==> src/rtl/usb_pkg.sv <==
// Shared USB definitions: PID constants in wire (LSB-first) order and the
// device transaction state encoding.
package usb_pkg;

  localparam logic [7:0] PID_OUT   = 8'b1000_0111;
  localparam logic [7:0] PID_IN    = 8'b1001_0110;
  localparam logic [7:0] PID_DATA0 = 8'b1100_0011;
  localparam logic [7:0] PID_DATA1 = 8'b1101_0010;
  localparam logic [7:0] PID_ACK   = 8'b0100_1011;
  localparam logic [7:0] PID_NAK   = 8'b0101_1010;

  typedef enum logic [2:0] {
    ST_IDLE    = 3'd0,
    ST_RX_DATA = 3'd1,
    ST_TX_HAND = 3'd2,
    ST_TX_DATA = 3'd3,
    ST_RX_HAND = 3'd4
  } state_t;

endpackage

==> src/rtl/usb_retry_cnt.sv <==
// Saturating 4-bit retry counter with clear, increment and a flag that marks
// the final permitted attempt (count == MAX_RETRY-1). Used by both the host
// and device transaction sequencers.
module usb_retry_cnt #(
  parameter int MAX_RETRY = 8
) (
  input  logic clk,
  input  logic rst,
  input  logic i_clr,
  input  logic i_inc,
  output logic o_last
);

  logic [3:0] r_cnt;

  // Count failed attempts; clear wins over increment and the count never wraps.
  always_ff @(posedge clk) begin
    if (rst) begin
      r_cnt <= 4'd0;
    end else if (i_clr) begin
      r_cnt <= 4'd0;
    end else if (i_inc && (r_cnt != 4'hF)) begin
      r_cnt <= r_cnt + 4'd1;
    end
  end

  assign o_last = (r_cnt == 4'(MAX_RETRY - 1));

endmodule

==> src/rtl/usb_dev_txn_fsm.sv <==
// Device-side USB transaction sequencer. Runs OUT (receive data, answer
// ACK/NAK) and IN (send data, await host handshake) transactions with a
// bounded retry count and emits one txn_done pulse per completed transaction.
// Optional build macro USB_DEV_DATA_TOGGLE_EN: alternate DATA0/DATA1 on each
// successful IN; without it data_pid is fixed at DATA0.
module usb_dev_txn_fsm
  import usb_pkg::*;
#(
  parameter int MAX_RETRY = 8
) (
  input  logic       clk,
  input  logic       rst,
  input  logic       tok_valid,
  input  logic [7:0] tok_pid,
  output logic       r_data_start,
  input  logic       r_data_finish,
  input  logic       r_data_success,
  input  logic       r_data_fail,
  output logic       start_send_data,
  output logic [7:0] data_pid,
  input  logic       done_send_data,
  output logic       start_send_hand,
  output logic [7:0] hand_pid,
  input  logic       done_send_hand,
  output logic       r_hand,
  input  logic       receive,
  input  logic       ack,
  input  logic       nak,
  input  logic       r_hand_fail,
  output logic       txn_done,
  output logic       txn_success
);

  state_t     r_state;
  logic       r_rx_start;
  logic       r_tx_start;
  logic       r_hs_start;
  logic       r_hr_start;
  logic       r_done;
  logic       r_success;
  logic [7:0] r_hand_pid;

  logic w_last;
  logic w_clr;
  logic w_inc;
  logic w_in_fail;
  logic w_in_ack;

  assign w_in_fail = r_hand_fail | nak;
  assign w_in_ack  = receive & ack;

  // A new transaction restarts the attempt count; a non-final failure bumps it.
  assign w_clr = (r_state == ST_IDLE) && tok_valid &&
                 ((tok_pid == PID_OUT) || (tok_pid == PID_IN));
  assign w_inc = !w_last &&
                 (((r_state == ST_RX_DATA) && r_data_fail) ||
                  ((r_state == ST_RX_HAND) && w_in_fail));

  usb_retry_cnt #(.MAX_RETRY(MAX_RETRY)) u_retry (
    .clk    (clk),
    .rst    (rst),
    .i_clr  (w_clr),
    .i_inc  (w_inc),
    .o_last (w_last)
  );

  // Transaction sequencer: every strobe is a registered single-cycle pulse.
  always_ff @(posedge clk) begin
    if (rst) begin
      r_state    <= ST_IDLE;
      r_rx_start <= 1'b0;
      r_tx_start <= 1'b0;
      r_hs_start <= 1'b0;
      r_hr_start <= 1'b0;
      r_done     <= 1'b0;
      r_success  <= 1'b0;
      r_hand_pid <= PID_NAK;
    end else begin
      r_rx_start <= 1'b0;
      r_tx_start <= 1'b0;
      r_hs_start <= 1'b0;
      r_hr_start <= 1'b0;
      r_done     <= 1'b0;
      r_success  <= 1'b0;
      case (r_state)
        ST_IDLE: begin
          if (tok_valid) begin
            if (tok_pid == PID_OUT) begin
              r_state    <= ST_RX_DATA;
              r_rx_start <= 1'b1;
            end else if (tok_pid == PID_IN) begin
              r_state    <= ST_TX_DATA;
              r_tx_start <= 1'b1;
            end
          end
        end
        ST_RX_DATA: begin
          // A bad packet on the last attempt ends silently: no handshake.
          if (r_data_fail) begin
            if (w_last) begin
              r_done  <= 1'b1;
              r_state <= ST_IDLE;
            end else begin
              r_hand_pid <= PID_NAK;
              r_hs_start <= 1'b1;
              r_state    <= ST_TX_HAND;
            end
          end else if (r_data_finish && r_data_success) begin
            r_hand_pid <= PID_ACK;
            r_hs_start <= 1'b1;
            r_state    <= ST_TX_HAND;
          end
        end
        ST_TX_HAND: begin
          // The handshake just sent decides between completion and a re-receive.
          if (done_send_hand) begin
            if (r_hand_pid == PID_ACK) begin
              r_done    <= 1'b1;
              r_success <= 1'b1;
              r_state   <= ST_IDLE;
            end else begin
              r_rx_start <= 1'b1;
              r_state    <= ST_RX_DATA;
            end
          end
        end
        ST_TX_DATA: begin
          if (done_send_data) begin
            r_hr_start <= 1'b1;
            r_state    <= ST_RX_HAND;
          end
        end
        ST_RX_HAND: begin
          // Timeout/bad packet or NAK outranks a simultaneous ACK.
          if (w_in_fail) begin
            if (w_last) begin
              r_done  <= 1'b1;
              r_state <= ST_IDLE;
            end else begin
              r_tx_start <= 1'b1;
              r_state    <= ST_TX_DATA;
            end
          end else if (w_in_ack) begin
            r_done    <= 1'b1;
            r_success <= 1'b1;
            r_state   <= ST_IDLE;
          end
        end
        default: r_state <= ST_IDLE;
      endcase
    end
  end

`ifdef USB_DEV_DATA_TOGGLE_EN
  logic r_toggle;

  // Advance DATA0/DATA1 only once the host has acknowledged IN data.
  always_ff @(posedge clk) begin
    if (rst) begin
      r_toggle <= 1'b0;
    end else if ((r_state == ST_RX_HAND) && !w_in_fail && w_in_ack) begin
      r_toggle <= ~r_toggle;
    end
  end

  assign data_pid = r_toggle ? PID_DATA1 : PID_DATA0;
`else
  assign data_pid = PID_DATA0;
`endif

  assign r_data_start    = r_rx_start;
  assign start_send_data = r_tx_start;
  assign start_send_hand = r_hs_start;
  assign r_hand          = r_hr_start;
  assign hand_pid        = r_hand_pid;
  assign txn_done        = r_done;
  assign txn_success     = r_success;

endmodule
==> config.mk <==
export PLATFORM = sky130hd
export DESIGN_NAME = usb_dev_txn_fsm
export DESIGN_NICKNAME = d
export VERILOG_FILES = /design/src/rtl/usb_pkg.sv /design/src/rtl/usb_retry_cnt.sv /design/src/rtl/usb_dev_txn_fsm.sv
export SDC_FILE = /design/constraint.sdc
export NUM_CORES = 1
export LEC_CHECK = 0
export CORE_UTILIZATION = 42
export DETAILED_ROUTE_END_ITERATION = 8
export PLACE_DENSITY_LB_ADDON = 0.3
export SLEW_MARGIN = 20
export SYNTH_ARGS = -nofsm -noshare
export SYNTH_HDL_FRONTEND = slang
export SYNTH_SLANG_ARGS = --single-unit
==> constraint.sdc <==
create_clock -name clk -period 1.8 [get_ports clk]
set_input_delay 0.27 -clock clk [delete_from_list [all_inputs] [get_ports clk]]
set_output_delay 0.27 -clock clk [all_outputs]
set_load 0.05 [all_outputs]
==> results of run 1 <==
## per-stage QoR
stage          total power, mW  utilization [%]  setup WS, ns  setup TNS (ns)
5_1_grt                  0.722             59.0        0.0130               0
4_1_cts                  0.692             59.0        0.0547               0
3_3_place_gp             0.502             57.8       -0.0205         -0.0205
6_report                 0.685             59.0        0.0857               0
3_5_place_dp             0.505             57.8       -0.0577          -0.147
2_1_floorplan            0.467                -         0.175               0
## logic make-up after synthesis
family | count (synthesis)
AOI/OAI and AO/OA | 31
xor gates and xnor gates | 1
adders and majority gates | 1
buffers and inverters | 26
DFF | 15
muxes | 1
other | 2
and+or+nand+nor | 46
## final cells by class
cell class / instances / area share (%)
Inverter: 8 / 2.30
Clock buffer: 4 / 2.01
Timing Repair Buffer: 36 / 25.7
Tap cell: 28 / 2.68
Multi-Input combinational cell: 94 / 44.3
Sequential cell: 15 / 23.1
## final timing paths
kind	endpoint	slack, ns	cells past startpoint
worst max-delay path	hand_pid[0]	0.09	1
worst min-delay path	u_retry.r_cnt[1]$_SDFFE_PP0P_	0.50	2
worst max register to register	u_retry.r_cnt[3]$_SDFFE_PP0P_	0.11	4
worst min register to register	u_retry.r_cnt[1]$_SDFFE_PP0P_	0.50	2
## synthesized netlist by cell type, drive strengths merged (2+ instances only)
master  number
nand3        2
conb         2
a21oi        8
a32oi        2
inv          8
nor4b        2
a211oi       2
o21ai        6
nor3         4
nand2b       4
clkbuf       3
nor3b        2
nor2         9
a31oi        2
nand2        4
o31ai        2
buf         15
nor4         2
nor2b        5
dfxtp       15
## cells in the final DEF, fill, tap and decap left out, drive strengths merged, types with 2 or more instances in the layout
| master | synthesis | final |
|---|---|---|
| clkdlybuf4s50 | 0 | 26 |
| dfxtp | 15 | 15 |
| conb | 2 | 14 |
| buf | 15 | 10 |
| nor2 | 9 | 9 |
| inv | 8 | 8 |
| a21oi | 8 | 8 |
| o21ai | 6 | 6 |
| nor2b | 5 | 5 |
| nand2b | 4 | 4 |
| nand2 | 4 | 4 |
| nor3 | 4 | 4 |
| clkbuf | 3 | 4 |
| nor4b | 2 | 2 |
| nand3 | 2 | 2 |
| a211oi | 2 | 2 |
| o31ai | 2 | 2 |
| nor4 | 2 | 2 |
| a31oi | 2 | 2 |
| nor3b | 2 | 2 |
| a32oi | 2 | 2 |
## power groups by stage
stage          Combinational, mW  Clock (mW)  Sequential (mW)
6_report                   0.163       0.187            0.335
5_1_grt                    0.173       0.214            0.336
4_1_cts                    0.162       0.194            0.335
3_5_place_dp               0.162           0            0.343
3_3_place_gp               0.159           0            0.343
2_1_floorplan              0.121           0            0.345
## metal layers
| layer | GRT usage, % | part of all wire (%) | up-vias |
|---|---|---|---|
| met1 | 22.4 | 43 | 426 |
| met4 | 6.48 | 1.6 | 0 |
| li1 | - | - | 488 |
| met5 | 0 | 0 | - |
| met2 | 34.0 | 49 | 42 |
| met3 | 3.64 | 6.5 | 6 |
## sequential cells by signal, indices dropped and copies added (netlist names)
| register | count |
|---|---|
| r_hand | 1 |
| r_data_start | 1 |
| txn_done | 1 |
| start_send_data | 1 |
| start_send_hand | 1 |
| u_retry.r_cnt | 4 |
| hand_pid | 2 |
| r_state | 3 |
| txn_success | 1 |
==> impl_metrics.toml, run 1 <==
[setup_path]
slowest_delay_ns = 0.81
cp.arrival_ns = 1.44
crit_chain = "clkdlybuf4s50_1"
crit_family = "buffers and inverters"
slowest_stage = "clkdlybuf4s50_1"
crit_buf_inv = 1
endpoint_kind = "output port"
rr_startpoint = "r_state[0]$_SDFFE_PP0P_"
cp-start-kind = "flop"
worstPathMaxFanout = 3
path_class = "flop to output port"
crit_path_start = "hand_pid[0]$_SDFFE_PP0P_"
crit_required_ns = 1.53

[power_and_ir_drop]
pwr-share-clk_pct = 27.3
p_leak_nw = 0.514
power.switching_mw = 0.207
p_int_mw = 0.479
sw_frac_of_total_pct = 30.2
ir_drop_mv = 0.474
p_per_area_nw_per_um2 = 525
p_seq_share_pct = 48.9
combPwrFrac_pct = 23.8

[sta]
finalHoldViolCount = 0
maxSlewHeadroom_pct = 66.5
rsz0062_at_grt = "false"
max_slew.worst_pin.slew_ns = 0.500
fin_crit_ns = 1.71
setup_viol = 0
finClkSkew_ns = 0.00893
max_freq_ghz = 0.583
whs_ns = 0.503
slew_viol_final = 0
min_period_over_period_pct = 95.2

[floorplan]
die_h_um = 50.4
die_w_um = 50.4
start_util_pct = 44.5
die_area_um2 = 2540
rows = 17
ioPinCount = 42
core_um2 = 2210

[placement]
dp_cells = 181
place_area_um2 = 1280
gp_congestion = 0.940
place_hpwl_um = 1770
port_buffers = 27

[clock_network]
cts_inserted_buffers = 3
cts_hold_buffers = 0
cts_setup_buffers = 0
tritoncts = "built"
cts_max_path_buffers = 2
insertion_delay_ns = 0.28
clk_pin_slew_ns = 0.09
cts_sinks = 15
cts_root_buf = "clkbuf_4"
cts_resized = 0
h-tree-depth = 1

[yosys]
synth_ff_type = "dfxtp_1"
ys_types = 46
yosysTopAreaCell = "dfxtp_1"
seq_area_frac_synth_pct = 30.5
synth_xor_area_share_pct = 0.889
synth_warnings = 0
synth_simple_gate_area_share_pct = 28.6
yosys.area_share.adder_pct = 1.27
synthCells = 123
synth_seq_cells = 15
async_flop_share_pct = 0
synth_edf_count = 0
synth_top_area_share_pct = 30.5
synth-compound-area-share_pct = 21.5
synth_top_cells_by_area = "dfxtp_1 30%, buf_4 11%, a21oi_1 3.6%"
synth_mux_area_share_pct = 1.14
synth.avg_cell_area_um2 = 8.01
netlist_area_um2 = 985
synth_top_family_by_area = "simple AND/OR/NAND/NOR gates"

[routing]
ant_nets = 0
first_pass_iters = 4
routed_wl_um = 2200
drt-wirelength-per-cell_um = 11.9
drc = 0
drt_iter0_drc = 12
viasPerCell = 5.20
num_vias = 962

[worst_hold_path]
hp-start = "u_retry.r_cnt[1]$_SDFFE_PP0P_"
hold_path.class = "flop to flop"

[layout]
area_growth_pct = 32.7
multi_input_area_um2 = 578
ff_latch_area_um2 = 302
final_area_um2 = 1310
stdcell_count = 185
drive_above_1_share_pct = 12.7
fill_cells = 217
final_nets = 179
antenna_cells = 0

[global_routing]
globalRouteTotalUtil_pct = 19.0
first_global_vias = 905
antenna_found_initial = 0
grt_max_degree = 11
grt_first_pass_wirelength_um = 3760
grt_overflow = 0

[run_status]
status = "finished, final reports clean"

[run]
drv_cap = 0
No activity file was read; power rests on OpenSTA's default activity.
==> run 2, diff against run 1 <==
==> constraint.sdc (replaced) <==
create_clock -name clk -period 1.8 [get_ports clk]
set_input_delay 0.45 -clock clk [delete_from_list [all_inputs] [get_ports clk]]
set_output_delay 0.45 -clock clk [all_outputs]
set_load 0.05 [all_outputs]
==> impl_metrics.toml, run 2 (synthesis gave the netlist of run 1 again) <==
[run_status]
status = "finished, final reports clean"

[sta]
min_period_over_period_pct = 96.3
max_freq_ghz = 0.577
slew_viol_final = 0
setup_viol = 0
rsz0062_at_grt = "false"
finClkSkew_ns = 0.00982
finalHoldViolCount = 0
fin_crit_ns = 1.73
fin_tns_setup_ns = 0

[setup_path]
worstPathMaxFanout = 3
endpoint_kind = "flop"
cp.arrival_ns = 1.96
cp-start-kind = "primary input"
path_class = "primary input to flop"
crit_required_ns = 2.02

[power_and_ir_drop]
p_per_area_nw_per_um2 = 533
combPwrFrac_pct = 24.4
p_seq_share_pct = 47.5
power.switching_mw = 0.219
pwr-share-clk_pct = 28.0
sw_frac_of_total_pct = 31.1
p_leak_nw = 0.553
ir_drop_mv = 0.366
p_int_mw = 0.487

[routing]
drt-wirelength-per-cell_um = 12.3
routed_wl_um = 2330
first_pass_iters = 4
ant_nets = 0
num_vias = 1008
drc = 0
drt_iter0_drc = 21
viasPerCell = 5.31

[layout]
layout_commonest_cell = "buf_4"
largest_reg_flops = 4
stdcell_count = 190
antenna_cells = 0
largest_register = "u_retry.r_cnt"
drive_above_1_share_pct = 19.1
final_cell_mix = "22 x buf_4, 19 x clkdlybuf4s50_1, 15 x dfxtp_1"
final_nets = 184
area_growth_pct = 34.6

[run]
drv_cap = 0

[worst_hold_path]
hold_path.class = "flop to flop"

[clock_network]
cts_resized = 0
cts_root_buf = "clkbuf_4"
tritoncts = "built"
cts_hold_buffers = 0
insertion_delay_ns = 0.29
cts_inserted_buffers = 3
cts_sinks = 15
cts_setup_buffers = 0
cts_max_path_buffers = 2
clk_pin_slew_ns = 0.10
h-tree-depth = 1

[placement]
dp_cells = 186
port_buffers = 27
gp_congestion = 0.939
place_hpwl_um = 1850

[global_routing]
grt_first_pass_wirelength_um = 3870
grt_max_degree = 13
antenna_found_initial = 0
globalRouteTotalUtil_pct = 20.3
first_global_vias = 922
grt_overflow = 0

[floorplan]
rows = 17
core_um2 = 2210
die_h_um = 50.4
die_area_um2 = 2540
die_w_um = 50.4
ioPinCount = 42
start_util_pct = 44.5
-- run 2: changes by cell type in the layout (fill, tap and decap cells not counted), sizes merged --
| cell | previous run | this run |
|---|---|---|
| buf | 10 | 22 |
| clkdlybuf4s50 | 26 | 19 |
-- run 2: final timing paths --
kind | endpoint | slack (ns) | from | cells after the start
setup / recovery | u_retry.r_cnt[3]$_SDFFE_PP0P_ | 0.07 | r_data_fail | 5
hold / removal | hand_pid[0]$_SDFFE_PP0P_ | 0.50 | hand_pid[0]$_SDFFE_PP0P_ | 1
setup reg to reg | u_retry.r_cnt[3]$_SDFFE_PP0P_ | 0.08 | r_state[2]$_SDFFE_PP0P_ | 4
hold reg to reg | hand_pid[0]$_SDFFE_PP0P_ | 0.50 | hand_pid[0]$_SDFFE_PP0P_ | 1
-- run 2: metrics by stage --
| step | instance area [µm²] | setup WS, ns | hold WS (ns) | utilization [%] | total power [mW] |
|---|---|---|---|---|---|
| floorplan | 1030 | 0.175 | 0.464 | - | 0.467 |
| CTS | 1330 | 0.0748 | 0.498 | 59.9 | 0.710 |
| detailed placement | 1300 | -0.226 | 0.476 | 58.7 | 0.514 |
| finish | 1330 | 0.0674 | 0.501 | 59.9 | 0.706 |
| global route | 1330 | 0.0372 | 0.535 | 59.9 | 0.737 |
| global placement | 1300 | -0.199 | 0.474 | 58.7 | 0.511 |
-- run 2: final cells by class --
cell class                      instances  area (µm²)
Multi-Input combinational cell         94         578
Clock buffer                            4        26.3
Inverter                                8        30.0
Sequential cell                        15         300
Tap cell                               28        35.0
Timing Repair Buffer                   41         355
Fill cell                             208         887
-- run 2: routing by layer --
| layer | up-vias | track usage, % | wire length (µm) |
|---|---|---|---|
| met4 | 0 | 13.4 | 66 |
| met5 | - | 0 | 0 |
| met2 | 50 | 32.7 | 1110 |
| met1 | 458 | 24.6 | 992 |
| li1 | 492 | - | - |
| met3 | 8 | 3.64 | 168 |
-- run 2: power by group through the flow --
stage          sequential, mW  clock [mW]  combinational (mW)
2_1_floorplan           0.345           0               0.121
3_3_place_gp            0.343           0               0.169
3_5_place_dp            0.343           0               0.171
4_1_cts                 0.335       0.203               0.172
5_1_grt                 0.336       0.217               0.184
6_report                0.335       0.198               0.173
-- run 2: worst max-delay path, cell delays in order --
cell and delay, ns:
clkdlybuf4s50_1 0.48, and4bb_2 0.25, o21ba_1 0.16, or4_4 0.48, a21oi_2 0.13
==> run 3, diff against run 2 <==
--- a/config.mk
+++ b/config.mk
@@ -5,6 +5,7 @@
 export SDC_FILE = /design/constraint.sdc
 export NUM_CORES = 1
 export LEC_CHECK = 0
+export CORE_ASPECT_RATIO = 1.2
 export CORE_UTILIZATION = 42
 export DETAILED_ROUTE_END_ITERATION = 8
 export PLACE_DENSITY_LB_ADDON = 0.3
==> impl_metrics.toml, run 3 (synthesis gave the netlist of run 1 again) <==
[run_status]
status = "finished, final reports clean"

[sta]
max_freq_ghz = 0.580
setup_viol = 0
finalHoldViolCount = 0
slew_viol_final = 0
rsz0062_at_grt = "false"
min_period_over_period_pct = 95.9
whs_ns = 0.498
finClkSkew_ns = 0.000712
fin_crit_ns = 1.73

[setup_path]
slowest_stage = "clkdlybuf4s50_1"
worstPathMaxFanout = 3
crit_family = "simple AND/OR/NAND/NOR gates"
slowest_delay_ns = 0.48
regToRegEndpoint = "u_retry.r_cnt[3]$_SDFFE_PP0P_"
r2r_setup_slack_ns = 0.14
r2r_cells = 4
endpoint_kind = "flop"
rr_startpoint = "r_state[0]$_SDFFE_PP0P_"
crit_buf_inv = 1
path_class = "primary input to flop"
crit_required_ns = 2.03
cp-start-kind = "primary input"
crit_chain = "clkdlybuf4s50_1 -> and4bb_2 -> o21ba_1 -> or4_4 -> a21oi_2"
cp.arrival_ns = 1.95

[power_and_ir_drop]
p_seq_share_pct = 48.0
p_total_mw = 0.699
power.switching_mw = 0.220
combPwrFrac_pct = 24.0
sw_frac_of_total_pct = 31.5
p_per_area_nw_per_um2 = 527
ir_drop_mv = 0.353
p_int_mw = 0.478
p_leak_nw = 0.547
pwr-share-clk_pct = 28.0

[clock_network]
cts_max_path_buffers = 2
tritoncts = "built"
clk_pin_slew_ns = 0.09
cts_resized = 0
h-tree-depth = 1
cts_sinks = 15
cts_root_buf = "clkbuf_4"
cts_inserted_buffers = 3
insertion_delay_ns = 0.28
cts_hold_buffers = 0
cts_setup_buffers = 0

[floorplan]
start_util_pct = 46.0
rows = 18
core_um2 = 2140
die_w_um = 46.2
die_area_um2 = 2540
ioPinCount = 42
die_h_um = 55.0

[placement]
gp_congestion = 0.849
dp_cells = 186
place_area_um2 = 1290
port_buffers = 27
place_hpwl_um = 1910

[global_routing]
grt_max_degree = 16
globalRouteTotalUtil_pct = 20.9
first_global_vias = 944
grt_first_pass_wirelength_um = 3770
antenna_found_initial = 0
grt_overflow = 0

[layout]
antenna_cells = 0
postLayoutCoreUtil_pct = 61.9
stdcell_count = 190
ff_latch_area_um2 = 300
final_nets = 182
layout_commonest_cell = "buf_4"
fill_cells = 198
largest_register = "u_retry.r_cnt"
multi_input_area_um2 = 589
drive_above_1_share_pct = 20.0
area_growth_pct = 34.6
largest_reg_flops = 4
final_cell_mix = "20 x buf_4, 19 x clkdlybuf4s50_1, 15 x dfxtp_1"
final_area_um2 = 1330

[routing]
ant_nets = 0
num_vias = 992
drt-wirelength-per-cell_um = 12.4
drt_iter0_drc = 18
viasPerCell = 5.22
first_pass_iters = 4
routed_wl_um = 2350
drc = 0

[worst_hold_path]
worstHoldEndpoint = "hand_pid[4]$_SDFFE_PP1P_"
hold_path.class = "flop to flop"
hp-start = "hand_pid[4]$_SDFFE_PP1P_"
holdPathStages = 2

[run]
drv_cap = 0
## run 3: final cells by class
class	count	area share, %
repair buffers	39	25.7
well taps	30	2.83
multi-input cells	94	44.5
inverters	8	2.27
clock inverters	1	0.378
flip-flops and latches	15	22.7
clock buffers	3	1.70
## run 3: how the worst max path moves through the flow
stage / end / start / slack [ns] / depth (start not counted)
global route: u_retry.r_cnt[0]$_SDFFE_PP0P_ / r_data_fail / 0.02 / 6
global placement: u_retry.r_cnt[3]$_SDFFE_PP0P_ / r_data_fail / -0.20 / 5
CTS: u_retry.r_cnt[3]$_SDFFE_PP0P_ / r_data_fail / 0.07 / 5
detailed placement: u_retry.r_cnt[3]$_SDFFE_PP0P_ / r_data_fail / -0.23 / 5
floorplan: u_retry.r_cnt[3]$_SDFFE_PP0P_ / r_state[2]$_SDFFE_PP0P_ / 0.18 / 4
finish: u_retry.r_cnt[3]$_SDFFE_PP0P_ / r_data_fail / 0.07 / 5
## run 3: worst register-to-register path, delay by kind of cell (launching register included)
| kind | cells | cell delay, ns |
|---|---|---|
| and+or+nand+nor | 2 | 0.90 |
| AOI/OAI and AO/OA | 2 | 0.34 |
| DFF | 1 | 0.36 |
## run 3: layer usage
| layer | vias to the layer above | part of all wire, % | GRT usage [%] |
|---|---|---|---|
| li1 | 488 | - | - |
| met1 | 453 | 42 | 23.5 |
| met2 | 42 | 50 | 35.7 |
| met3 | 9 | 5.7 | 3.57 |
| met4 | 0 | 2.3 | 13.7 |
| met5 | - | 0 | 0 |
## run 3: through the flow
stage / TNS (ns) / setup WS, ns
after floorplan: 0 / 0.175
after global placement: -1.10 / -0.202
after detailed placement: -1.28 / -0.228
after CTS: 0 / 0.0713
after global routing: 0 / 0.0169
final: 0 / 0.0744
## run 3: power groups by stage
stage / clock (mW) / combinational [mW] / sequential [mW]
CTS: 0.201 / 0.165 / 0.335
finish: 0.196 / 0.168 / 0.335
global placement: 0 / 0.164 / 0.343
detailed placement: 0 / 0.165 / 0.343
global route: 0.216 / 0.179 / 0.336
floorplan: 0 / 0.121 / 0.345
